[config.mk]
export PLATFORM = sky130hd
export DESIGN_NAME = adc_buffer_scheduler
export DESIGN_NICKNAME = d
export VERILOG_FILES = /design/src/rtl/adc_buffer_scheduler.sv
export SDC_FILE = /design/constraint.sdc
export NUM_CORES = 1
export LEC_CHECK = 0
export ABC_AREA = 1
export CAP_MARGIN = 20
export CORE_MARGIN = 2
export CORE_UTILIZATION = 50
export CTS_CLUSTER_DIAMETER = 50
export DETAILED_ROUTE_END_ITERATION = 8
export PLACE_DENSITY = 0.7
export SYNTH_ARGS = -nofsm -noshare
export SYNTH_HDL_FRONTEND = slang
export SYNTH_SLANG_ARGS = --single-unit
[constraint.sdc]
create_clock -name aclk -period 3.4 [get_ports aclk]
set_input_delay 0.51 -clock aclk [delete_from_list [all_inputs] [get_ports aclk]]
set_output_delay 0.51 -clock aclk [all_outputs]
set_load 0.01 [all_outputs]
[src/rtl/adc_buffer_scheduler.sv]
// Shares NBUF capture-buffer stream inputs among NCHAN ADC streams: latches requests, grants free slots round-robin.
// Latency: req_i at N -> pending_o at N+1 -> grant at N+1 -> buf_en_o at N+2 (non-aligned); done_o 1 cycle after last beat.
// Backpressure: beats count only on adc_tvalid_i[sel] & buf_tready_i[k]; a filled slot holds until release_i[k].
//
// Ports:
//   aclk, aresetn        stream clock / async active-low reset (deassertion synchronised internally)
//   req_i[NCHAN]         one-cycle capture request per channel
//   align_i              sampled at grant: 1 = start capture on the next SYSREF rising edge
//   sysref_i             SYSREF, already registered in aclk
//   adc_tvalid_i[NCHAN]  tvalid of each ADC stream
//   buf_tready_i[NBUF]   tready of each buffer stream
//   release_i[NBUF]      readout has emptied slot k
//   buf_sel_o            CW-bit channel select per slot, slot k at [CW*k +: CW]
//   buf_en_o[NBUF]       slot k forwards tvalid to its buffer
//   done_o[NBUF]         one-cycle pulse when slot k has passed CAPTURE_LEN beats
//   pending_o[NCHAN]     latched requests not yet granted
//   busy_o               any slot in use or any request pending
module adc_buffer_scheduler #(
   parameter  int NCHAN       = 8,
   parameter  int NBUF        = 4,
   parameter  int CAPTURE_LEN = 1024,
   localparam int CW          = (NCHAN > 1) ? $clog2(NCHAN) : 1
) (
   input  logic                 aclk,
   input  logic                 aresetn,
   input  logic [NCHAN-1:0]     req_i,
   input  logic                 align_i,
   input  logic                 sysref_i,
   input  logic [NCHAN-1:0]     adc_tvalid_i,
   input  logic [NBUF-1:0]      buf_tready_i,
   input  logic [NBUF-1:0]      release_i,
   output logic [NBUF*CW-1:0]   buf_sel_o,
   output logic [NBUF-1:0]      buf_en_o,
   output logic [NBUF-1:0]      done_o,
   output logic [NCHAN-1:0]     pending_o,
   output logic                 busy_o
);

   localparam logic [15:0] LAST_BEAT = 16'(CAPTURE_LEN - 1);

   typedef enum logic [1:0] {
      S_FREE       = 2'd0,
      S_WAIT_ALIGN = 2'd1,
      S_CAPTURE    = 2'd2,
      S_HOLD       = 2'd3
   } slot_state_e;

   // Reset asserts asynchronously but is released on a clock edge, so no
   // flop sees reset removal close to aclk.
   logic [1:0] rst_sync_q;
   logic       rst_n;

   always_ff @(posedge aclk or negedge aresetn) begin
      if (!aresetn) begin
         rst_sync_q <= 2'b00;
      end else begin
         rst_sync_q <= {rst_sync_q[0], 1'b1};
      end
   end

   assign rst_n = rst_sync_q[1];

   // State
   slot_state_e       state_q [NBUF];
   slot_state_e       state_d [NBUF];
   logic [CW-1:0]     sel_q   [NBUF];
   logic [CW-1:0]     sel_d   [NBUF];
   logic [15:0]       cnt_q   [NBUF];
   logic [15:0]       cnt_d   [NBUF];
   logic [NBUF-1:0]   done_q, done_d;
   logic [NCHAN-1:0]  pending_q, pending_d;
   logic [CW-1:0]     rr_ptr_q, rr_ptr_d;
   logic              sysref_prev_q;

   // Arbitration signals
   logic [NCHAN-1:0]  owned;
   logic [NCHAN-1:0]  eligible;
   logic [NCHAN-1:0]  chan_gnt_mask;
   logic              gnt_vld;
   logic [CW-1:0]     gnt_chan;
   logic [NBUF-1:0]   slot_gnt;
   logic              taken;
   logic              grant;
   logic              sysref_rise;
   logic [NBUF-1:0]   accept;
   logic [NBUF-1:0]   slot_busy;
   int                cand;

   assign sysref_rise = sysref_i & ~sysref_prev_q;

   // Channel pick: first pending channel from rr_ptr upward that does not
   // already own a slot. A channel that owns a slot keeps its new request
   // pending, which queues its next capture behind the current one.
   always_comb begin
      owned    = '0;
      gnt_vld  = 1'b0;
      gnt_chan = '0;
      cand     = 0;
      for (int k = 0; k < NBUF; k++) begin
         if (state_q[k] != S_FREE) begin
            owned[sel_q[k]] = 1'b1;
         end
      end
      eligible = pending_q & ~owned;
      for (int off = 0; off < NCHAN; off++) begin
         cand = (int'(rr_ptr_q) + off) % NCHAN;
         if (!gnt_vld && eligible[CW'(cand)]) begin
            gnt_vld  = 1'b1;
            gnt_chan = CW'(cand);
         end
      end
   end

   // Slot pick: lowest-index FREE slot; at most one grant per cycle.
   always_comb begin
      slot_gnt = '0;
      taken    = 1'b0;
      for (int k = 0; k < NBUF; k++) begin
         if (!taken && state_q[k] == S_FREE) begin
            slot_gnt[k] = gnt_vld;
            taken       = 1'b1;
         end
      end
      grant = |slot_gnt;
   end

   always_comb begin
      chan_gnt_mask = '0;
      if (grant) begin
         chan_gnt_mask[gnt_chan] = 1'b1;
      end
      // A new request arriving in the grant cycle re-arms pending.
      pending_d = (pending_q & ~chan_gnt_mask) | req_i;
      rr_ptr_d  = rr_ptr_q;
      if (grant) begin
         rr_ptr_d = (int'(gnt_chan) == NCHAN - 1) ? '0 : gnt_chan + 1'b1;
      end
   end

   // Per-slot FSM next state
   always_comb begin
      done_d = '0;
      accept = '0;
      for (int k = 0; k < NBUF; k++) begin
         state_d[k] = state_q[k];
         sel_d[k]   = sel_q[k];
         cnt_d[k]   = cnt_q[k];
         accept[k]  = (state_q[k] == S_CAPTURE) & adc_tvalid_i[sel_q[k]] & buf_tready_i[k];
         case (state_q[k])
            S_FREE: begin
               if (slot_gnt[k]) begin
                  sel_d[k]   = gnt_chan;
                  cnt_d[k]   = '0;
                  state_d[k] = align_i ? S_WAIT_ALIGN : S_CAPTURE;
               end
            end
            S_WAIT_ALIGN: begin
               if (sysref_rise) begin
                  state_d[k] = S_CAPTURE;
               end
            end
            S_CAPTURE: begin
               if (accept[k]) begin
                  if (cnt_q[k] == LAST_BEAT) begin
                     state_d[k] = S_HOLD;
                     done_d[k]  = 1'b1;
                     cnt_d[k]   = '0;
                  end else begin
                     cnt_d[k] = cnt_q[k] + 16'd1;
                  end
               end
            end
            S_HOLD: begin
               if (release_i[k]) begin
                  state_d[k] = S_FREE;
               end
            end
            default: begin
               state_d[k] = S_FREE;
            end
         endcase
      end
   end

   always_ff @(posedge aclk or negedge rst_n) begin
      if (!rst_n) begin
         pending_q     <= '0;
         rr_ptr_q      <= '0;
         sysref_prev_q <= 1'b0;
         done_q        <= '0;
         for (int k = 0; k < NBUF; k++) begin
            state_q[k] <= S_FREE;
            sel_q[k]   <= '0;
            cnt_q[k]   <= '0;
         end
      end else begin
         pending_q     <= pending_d;
         rr_ptr_q      <= rr_ptr_d;
         sysref_prev_q <= sysref_i;
         done_q        <= done_d;
         for (int k = 0; k < NBUF; k++) begin
            state_q[k] <= state_d[k];
            sel_q[k]   <= sel_d[k];
            cnt_q[k]   <= cnt_d[k];
         end
      end
   end

   // Outputs come straight from state so reset clears them without a clock.
   always_comb begin
      buf_sel_o = '0;
      buf_en_o  = '0;
      slot_busy = '0;
      for (int k = 0; k < NBUF; k++) begin
         buf_sel_o[k*CW +: CW] = sel_q[k];
         buf_en_o[k]           = (state_q[k] == S_CAPTURE);
         slot_busy[k]          = (state_q[k] != S_FREE);
      end
   end

   assign done_o    = done_q;
   assign pending_o = pending_q;
   assign busy_o    = (|slot_busy) | (|pending_q);

endmodule

==> results_dict.tcl, run 1 <==
set metrics [dict create \
    synth_cell_types 49 \
    drive_above_1_share 0.121 \
    cts-root-buf "clkbuf_16" \
    yosysSeqAreaShare 0.335 \
    clkTransAtPathRegs_ns 0.07 \
    clock_sinks 102 \
    cp-end-kind "flip-flop" \
    critPathKind "flip-flop to flip-flop" \
    clock_latency_ns 0.36 \
    cts_buffers 9 \
    via_per_inst 5.40 \
    cts_hold_buffers 0 \
    dp.final_hpwl_um 14900 \
    startpoint "state_q[2]" \
    cts_max_path_buffers 2 \
    wl_per_cell_um 14.8 \
    slowest_delay_ns 0.39 \
    ff_latch_area_um2 2560 \
    rr_worst_depth 20 \
    die_area_um2 16200 \
    drc 0 \
    path_cells "inv_1, ha_1, inv_2, nand2_1, nor2_1, nor2_1, nand3_1, nand3_1, nand2_1, nor2_1, a31oi_2, inv_1, nand2_1, nand3b_1, nand2_2, inv_1, ha_1, ha_1, nand2_1, o21ai_0" \
    p_total_mw 8.24 \
    status "finished, final reports clean" \
    fin_nets 1187 \
    grt_use_total 0.250 \
    grt_pass1_wl_um 33200 \
    hold_violations 0 \
    critical_path.startpoint_type "flip-flop" \
    diodes 0 \
    hp-class "primary input to async pin" \
    area_growth_pct 14.8 \
    fin_crit_ns 3.15 \
    cpMaxStageDelayCell "dfrtp_1" \
    worst-path-max-fanout 6 \
    rsz0062_at_grt "no" \
    fmax_mhz 318 \
    r2r_setup_slack_ns 0.25 \
    finalMaxSlewViolations 0 \
    netlist_instances 1070 \
    slew_headroom 0.414 \
    dpl_cell_area_um2 8410 \
    vdd_drop_max_v 0.000428 \
    antenna_left 0 \
    powerDensity_nw_per_um2 942 \
    ys_ff_latch 102 \
    setup_tns_ns 0 \
    die_h_um 127 \
    firstDrtPassIters 8 \
    tightest_slew_ns 0.879 \
    coreArea_um2 15000 \
    syn_nets 1123 \
    ctsResizeCount 0 \
    io_pins 57 \
    initial_core_util 0.507 \
    io_buffers 56 \
    die_x_um 127 \
    grt_overflow_total 0 \
    h-tree-depth 3 \
    fillerInstances 1446 \
    post-place-ws_ns 0.0750 \
    gp_congestion 0.965 \
    drt-initial-drc-count 577 \
    synth_edf_count 0 \
    yosys_warnings 0 \
    multi_input_area_um2 4450 \
    worstReg2RegStart "state_q[2]" \
    maxCapViolations 0 \
    crit_top_cell "nand2_1" \
    setup_viol 0 \
    num_vias 7162 \
    postLayoutSetupSlackWorst_ns 0.254 \
    avgSynthCellArea_um2 7.12 \
    antenna_found_initial 0 \
    min_period_over_period 0.925 \
    postCtsSetupBuffers 0 \
    grt_pass1_vias 6771 \
    skew_ns 0.00897 \
    routed_wl_um 19700 \
    grt_max_degree 69 \
    cts_tree "built" \
    r2r_end "rr_ptr_q[2]" \
    num_rows 45 \
    fin_area_um2 8740 \
    synth_flop_cell "dfrtp_1" \
    synthArstFlopShare 1.00 \
    arrival_ns 3.39 \
    critPathCapture "rr_ptr_q[2]" \
    cp.required_ns 3.64 \
    syn_area_um2 7610 \
    leakage_nw 4.01 \
]
## flip-flops by register name (all words and copies together), names as in the netlist
register / flops
cnt_q: 64
done_o: 4
rst_sync_q: 2
buf_sel_o: 12
rr_ptr_q: 3
state_q: 8
pending_o: 8
sysref_prev_q: 1
## layout by cell type, fill, tap and decap left out, types with 2 or more instances in the layout
cell type,Yosys,layout
nand2_4,6,6
a21oi_1,16,16
ha_1,25,22
buf_4,2,17
inv_2,12,13
o31ai_1,4,4
xnor2_1,3,3
nor3_1,27,27
o21ai_0,56,56
nand3_1,77,77
ha_2,0,2
or2_2,8,8
nand3b_1,4,4
o211ai_1,4,4
clkinv_1,2,2
nand2_2,7,10
nor2_2,7,10
o21ai_2,33,33
xor2_1,41,41
nand3_4,2,2
inv_6,0,2
nand2_1,268,265
clkbuf_16,0,9
clkdlybuf4s50_1,0,56
o2111ai_1,2,2
nor2_8,2,2
nor2_1,125,122
o21ai_1,15,15
nor4_1,17,17
dfrtp_1,102,101
nand4_1,36,36
nand3_2,11,11
inv_1,121,120
o21ai_4,2,2
## cells in the mapped netlist (16+ instances only)
master	number	area, um2
o21ai_2	33	289
a21oi_1	16	80.1
dfrtp_1	102	2550
nor2_1	125	469
nand2_1	268	1010
xor2_1	41	359
nand4_1	36	225
nand3_1	77	385
inv_1	121	454
nor3_1	27	135
o21ai_0	56	280
nor4_1	17	106
ha_1	25	313
## area by class of cell
type / count / area share
Inverter: 136 / 0.0587
Clock buffer: 11 / 0.0278
Multi-Input combinational cell: 812 / 0.508
Tap cell: 188 / 0.0269
Sequential cell: 102 / 0.292
Timing Repair Buffer: 73 / 0.0787
Clock inverter: 5 / 0.00730
## critical path, delay by kind of cell (launching register included)
kind                     cells  cell delay (ns)
buffers and inverters        4             0.36
flip-flops                   1             0.39
AO/OA/AOI/OAI                2             0.46
AND/OR/NAND/NOR             11             1.14
adder cells (fa/ha/maj)      3             0.66
## report_power, final
part	total (mW)	internal [mW]	leakage [nW]	switching [mW]
clock	1.09	0.601	0.152	0.493
sequential	1.73	1.44	1.34	0.289
combinational	5.41	1.76	2.52	3.66
## cell families (layout without fill, tap and decap cells)
kind of cell,count (synthesis),count (layout),synth area share
XOR/XNOR,44,44,0.0506
AND/OR/NAND/NOR,605,605,0.372
adder cells (fa/ha/maj),25,25,0.0411
AO/OA/AOI/OAI,137,137,0.115
buffers and inverters,156,225,0.0853
other,1,1,0.000492
flip-flops,102,102,0.335
## per-layer routing
metal / GRT usage / wire length (um)
met2: 0.404 / 9020
met5: 0 / 0
met1: 0.345 / 9060
met4: 0.0705 / 333
met3: 0.0477 / 1250
## worst min path at each step
stage / start / end / slack (ns) / depth (start not counted)
2_1_floorplan: aresetn / rst_sync_q[0] / 0.21 / 0
3_3_place_gp: rst_sync_q[0] / rst_sync_q[1] / 0.34 / 0
5_1_grt: aresetn / rst_sync_q[0] / 0.30 / 1
6_report: aresetn / rst_sync_q[1] / 0.31 / 1
4_1_cts: aresetn / rst_sync_q[0] / 0.30 / 1
3_5_place_dp: rst_sync_q[0] / rst_sync_q[1] / 0.34 / 0
## through the flow
step	util	hold slack (ns)	cells
2_1_floorplan	-	0.214	1070
3_3_place_gp	0.559	0.339	1311
3_5_place_dp	0.559	0.337	1311
4_1_cts	0.580	0.299	1327
5_1_grt	0.582	0.296	1327
6_report	0.582	0.307	1327
(Power assumes the default switching activity.)
==> run 2, diff against run 1 <==
- ABC_AREA: 1 -> unset
- SLEW_MARGIN: unset -> 20
==> run 2 against run 1 <==
The run now ends with negative setup slack left. Design area grew 23%. Area after synthesis fell by 4.2%. Wire length increased by 21%. First-iteration DRC count is 0.35% lower.
==> results_dict.tcl, run 2 <==
set metrics [dict create \
    status "complete, but fails checks" \
    violations "negative setup slack" \
    synth_top_area_frac 0.350 \
    cp-end-kind "flip-flop" \
    setup_viol 90 \
    num_rows 44 \
    h-tree-depth 3 \
    grt_pass1_vias 7358 \
    ys_top_cells_by_count "dfrtp_1 (102), o21ai_0 (91), nor2_1 (78)" \
    arrival_ns 3.91 \
    yosysTopAreaCell "dfrtp_1" \
    via_per_inst 6.23 \
    layout_commonest_cell "buf_4" \
    synth_edf_count 0 \
    synth_cell_types 90 \
    cts_buffers 9 \
    antenna_left 0 \
    cts_max_path_buffers 2 \
    ys_ff_latch 102 \
    wl_met1_um 9850 \
    worst-path-max-fanout 5 \
    antenna_found_initial 1 \
    synthArstFlopShare 1.00 \
    cpMaxStageDelayCell "mux4_2" \
    die_area_um2 15600 \
    yosysSeqAreaShare 0.350 \
    postLayoutSetupSlackWorst_ns -0.285 \
    setup_tns_ns -15.72 \
    r2r_end "rr_ptr_q[2]" \
    io_pins 57 \
    drc 0 \
    grt_overflow_total 0 \
    largest-register "cnt_q" \
    grt_pass1_wl_um 36500 \
    slew_headroom 0.553 \
    tightest_slew_ns 0.670 \
    skew_ns 0.00886 \
    top_layer "met4" \
    rsz0062_at_grt "yes" \
    cp.required_ns 3.63 \
    grt_max_degree 49 \
    dp.final_hpwl_um 15400 \
    cts_tree "built" \
    netlist_instances 810 \
    gp_congestion 0.960 \
    coreArea_um2 14400 \
    clock_sinks 102 \
    drt-initial-drc-count 575 \
    r2r_setup_slack_ns -0.28 \
    syn_nets 863 \
    io_buffers 56 \
    critPathKind "flip-flop to flip-flop" \
    diodes 0 \
    grt_use_total 0.288 \
    critical_path.startpoint_type "flip-flop" \
    fmax_mhz 271 \
    rr_worst_depth 18 \
    hold_violations 0 \
    area_growth_pct 47.8 \
    worstReg2RegStart "state_q[5]" \
    path_cells "inv_2, ha_4, buf_6, nor4bb_4, or3_4, nor3_2, or2_4, buf_6, mux4_2, o32ai_4, nand2_4, o21a_1, o31ai_4, inv_2, ha_4, ha_4, nand2_2, o21ai_2" \
    clkTransAtPathRegs_ns 0.07 \
    drive_above_1_share 0.412 \
    wl_per_cell_um 20.0 \
    firstDrtPassIters 5 \
    syn_area_um2 7300 \
    fin_nets 1050 \
    fin_util 0.750 \
    routed_wl_um 23700 \
    finalMaxSlewViolations 0 \
    yosys_warnings 0 \
    synth_area_leaders "dfrtp_1 (35%), o21ai_0 (6.2%), ha_1 (4.3%), nor2_1 (4.0%), mux4_2 (3.7%)" \
    fin_crit_ns 3.68 \
    num_vias 7377 \
    post-synth-top-count-cell "dfrtp_1" \
    hp-class "primary input to async pin" \
    crit_top_cell "ha_4" \
    synth_flop_cell "dfrtp_1" \
    fin_area_um2 10800 \
    slowest_delay_ns 0.47 \
    clock_latency_ns 0.35 \
    die_x_um 125 \
    die_h_um 125 \
    initial_core_util 0.508 \
    fillerInstances 957 \
    layout_common_cells "buf_4 (123), dfrtp_1 (100), nor2_1 (71), clkdlybuf4s50_1 (56), o21ai_2 (42)" \
    largest_reg_flops 64 \
    dr_wl_met3_um 1230 \
    dpl_cell_area_um2 8860 \
    min_period_over_period 1.08 \
    wl_met2_um 11800 \
    avgSynthCellArea_um2 9.01 \
    cts-root-buf "clkbuf_16" \
    maxCapViolations 0 \
]
run 2: cell count changes after synthesis, moves of 15 or more:
cell	before	now
xor2_1	41	2
mux2i_1	0	15
nor3_1	27	10
nand2b_1	0	31
clkbuf_1	4	20
nand2_1	268	45
o21ai_0	56	91
o21ai_2	33	1
o31ai_1	4	19
and3_1	1	39
nand3_1	77	42
nand4_1	36	4
inv_1	121	33
nor2_1	125	78
run 2: layout make-up:
type	count	area, um2	share of cell area
sequential	102	2560	0.237
clock inverter	3	21.3	0.00197
timing repair buffer	226	2110	0.195
tap	184	230	0.0214
inverter	37	139	0.0129
clock buffer	12	246	0.0229
multi-input combinational	621	5480	0.508
run 2: stage by stage:
stage / worst slack, ns / hold slack (ns) / cells
2_1_floorplan: -0.333 / 0.214 / 810
3_3_place_gp: -0.445 / 0.341 / 1120
3_5_place_dp: -0.561 / 0.356 / 1120
4_1_cts: -0.242 / 0.312 / 1176
5_1_grt: -0.405 / 0.306 / 1185
6_report: -0.285 / 0.316 / 1185
run 2: critical path, delay by kind of cell, from the launching register on:
kind / cells / cell delay, ns
fa+ha+maj: 3 / 0.57
mux: 1 / 0.47
flops: 1 / 0.37
simple gates: 6 / 0.95
buf+inv: 4 / 0.45
compound gates: 4 / 0.74
run 2: worst max path at each step:
stage,from,end,cells after the start
after floorplan,state_q[6],rr_ptr_q[0],17
after global placement,state_q[4],rr_ptr_q[2],17
after detailed placement,state_q[5],cnt_q[15],15
after CTS,state_q[6],cnt_q[63],17
after global routing,state_q[5],rr_ptr_q[2],17
final,state_q[5],rr_ptr_q[2],18
run 2: kinds of logic (layout without fill, tap and decap cells):
group | count (synthesis) | after routing | share of synthesized area
AND/OR/NAND/NOR | 323 | 323 | 0.242
adder cells (fa/ha/maj) | 25 | 25 | 0.0429
multiplexers | 41 | 41 | 0.0849
XOR/XNOR | 3 | 3 | 0.00360
flip-flops | 102 | 102 | 0.350
AO/OA/AOI/OAI | 228 | 228 | 0.222
buffers and inverters | 87 | 278 | 0.0540
other | 1 | 1 | 0.000514
run 2: repair_timing:
item,4_1_cts,5_1_grt
cloned,3,1
setup buffers,38,11
hold buffers,0,0
resized for setup,224,121
pin swaps,82,41
setup endpoints to repair,95,95
run 2: layer usage:
| layer | global-route usage | vias up |
|---|---|---|
| met4 | 0.113 | 0 |
| li1 | - | 3387 |
| met3 | 0.0511 | 76 |
| met5 | 0 | - |
| met2 | 0.481 | 268 |
| met1 | 0.373 | 3646 |
Power of run 2 is not shown: default switching activity piles up to over one toggle a cycle in this logic, so the estimate is an artifact.
==> run 3, diff against run 2 <==
- SLEW_MARGIN: 20 -> 10
==> results of run 3 <==
Same layout as run 2: the final DEF is identical, and so are final timing and power.
Power of run 3 is left out for the same reason.
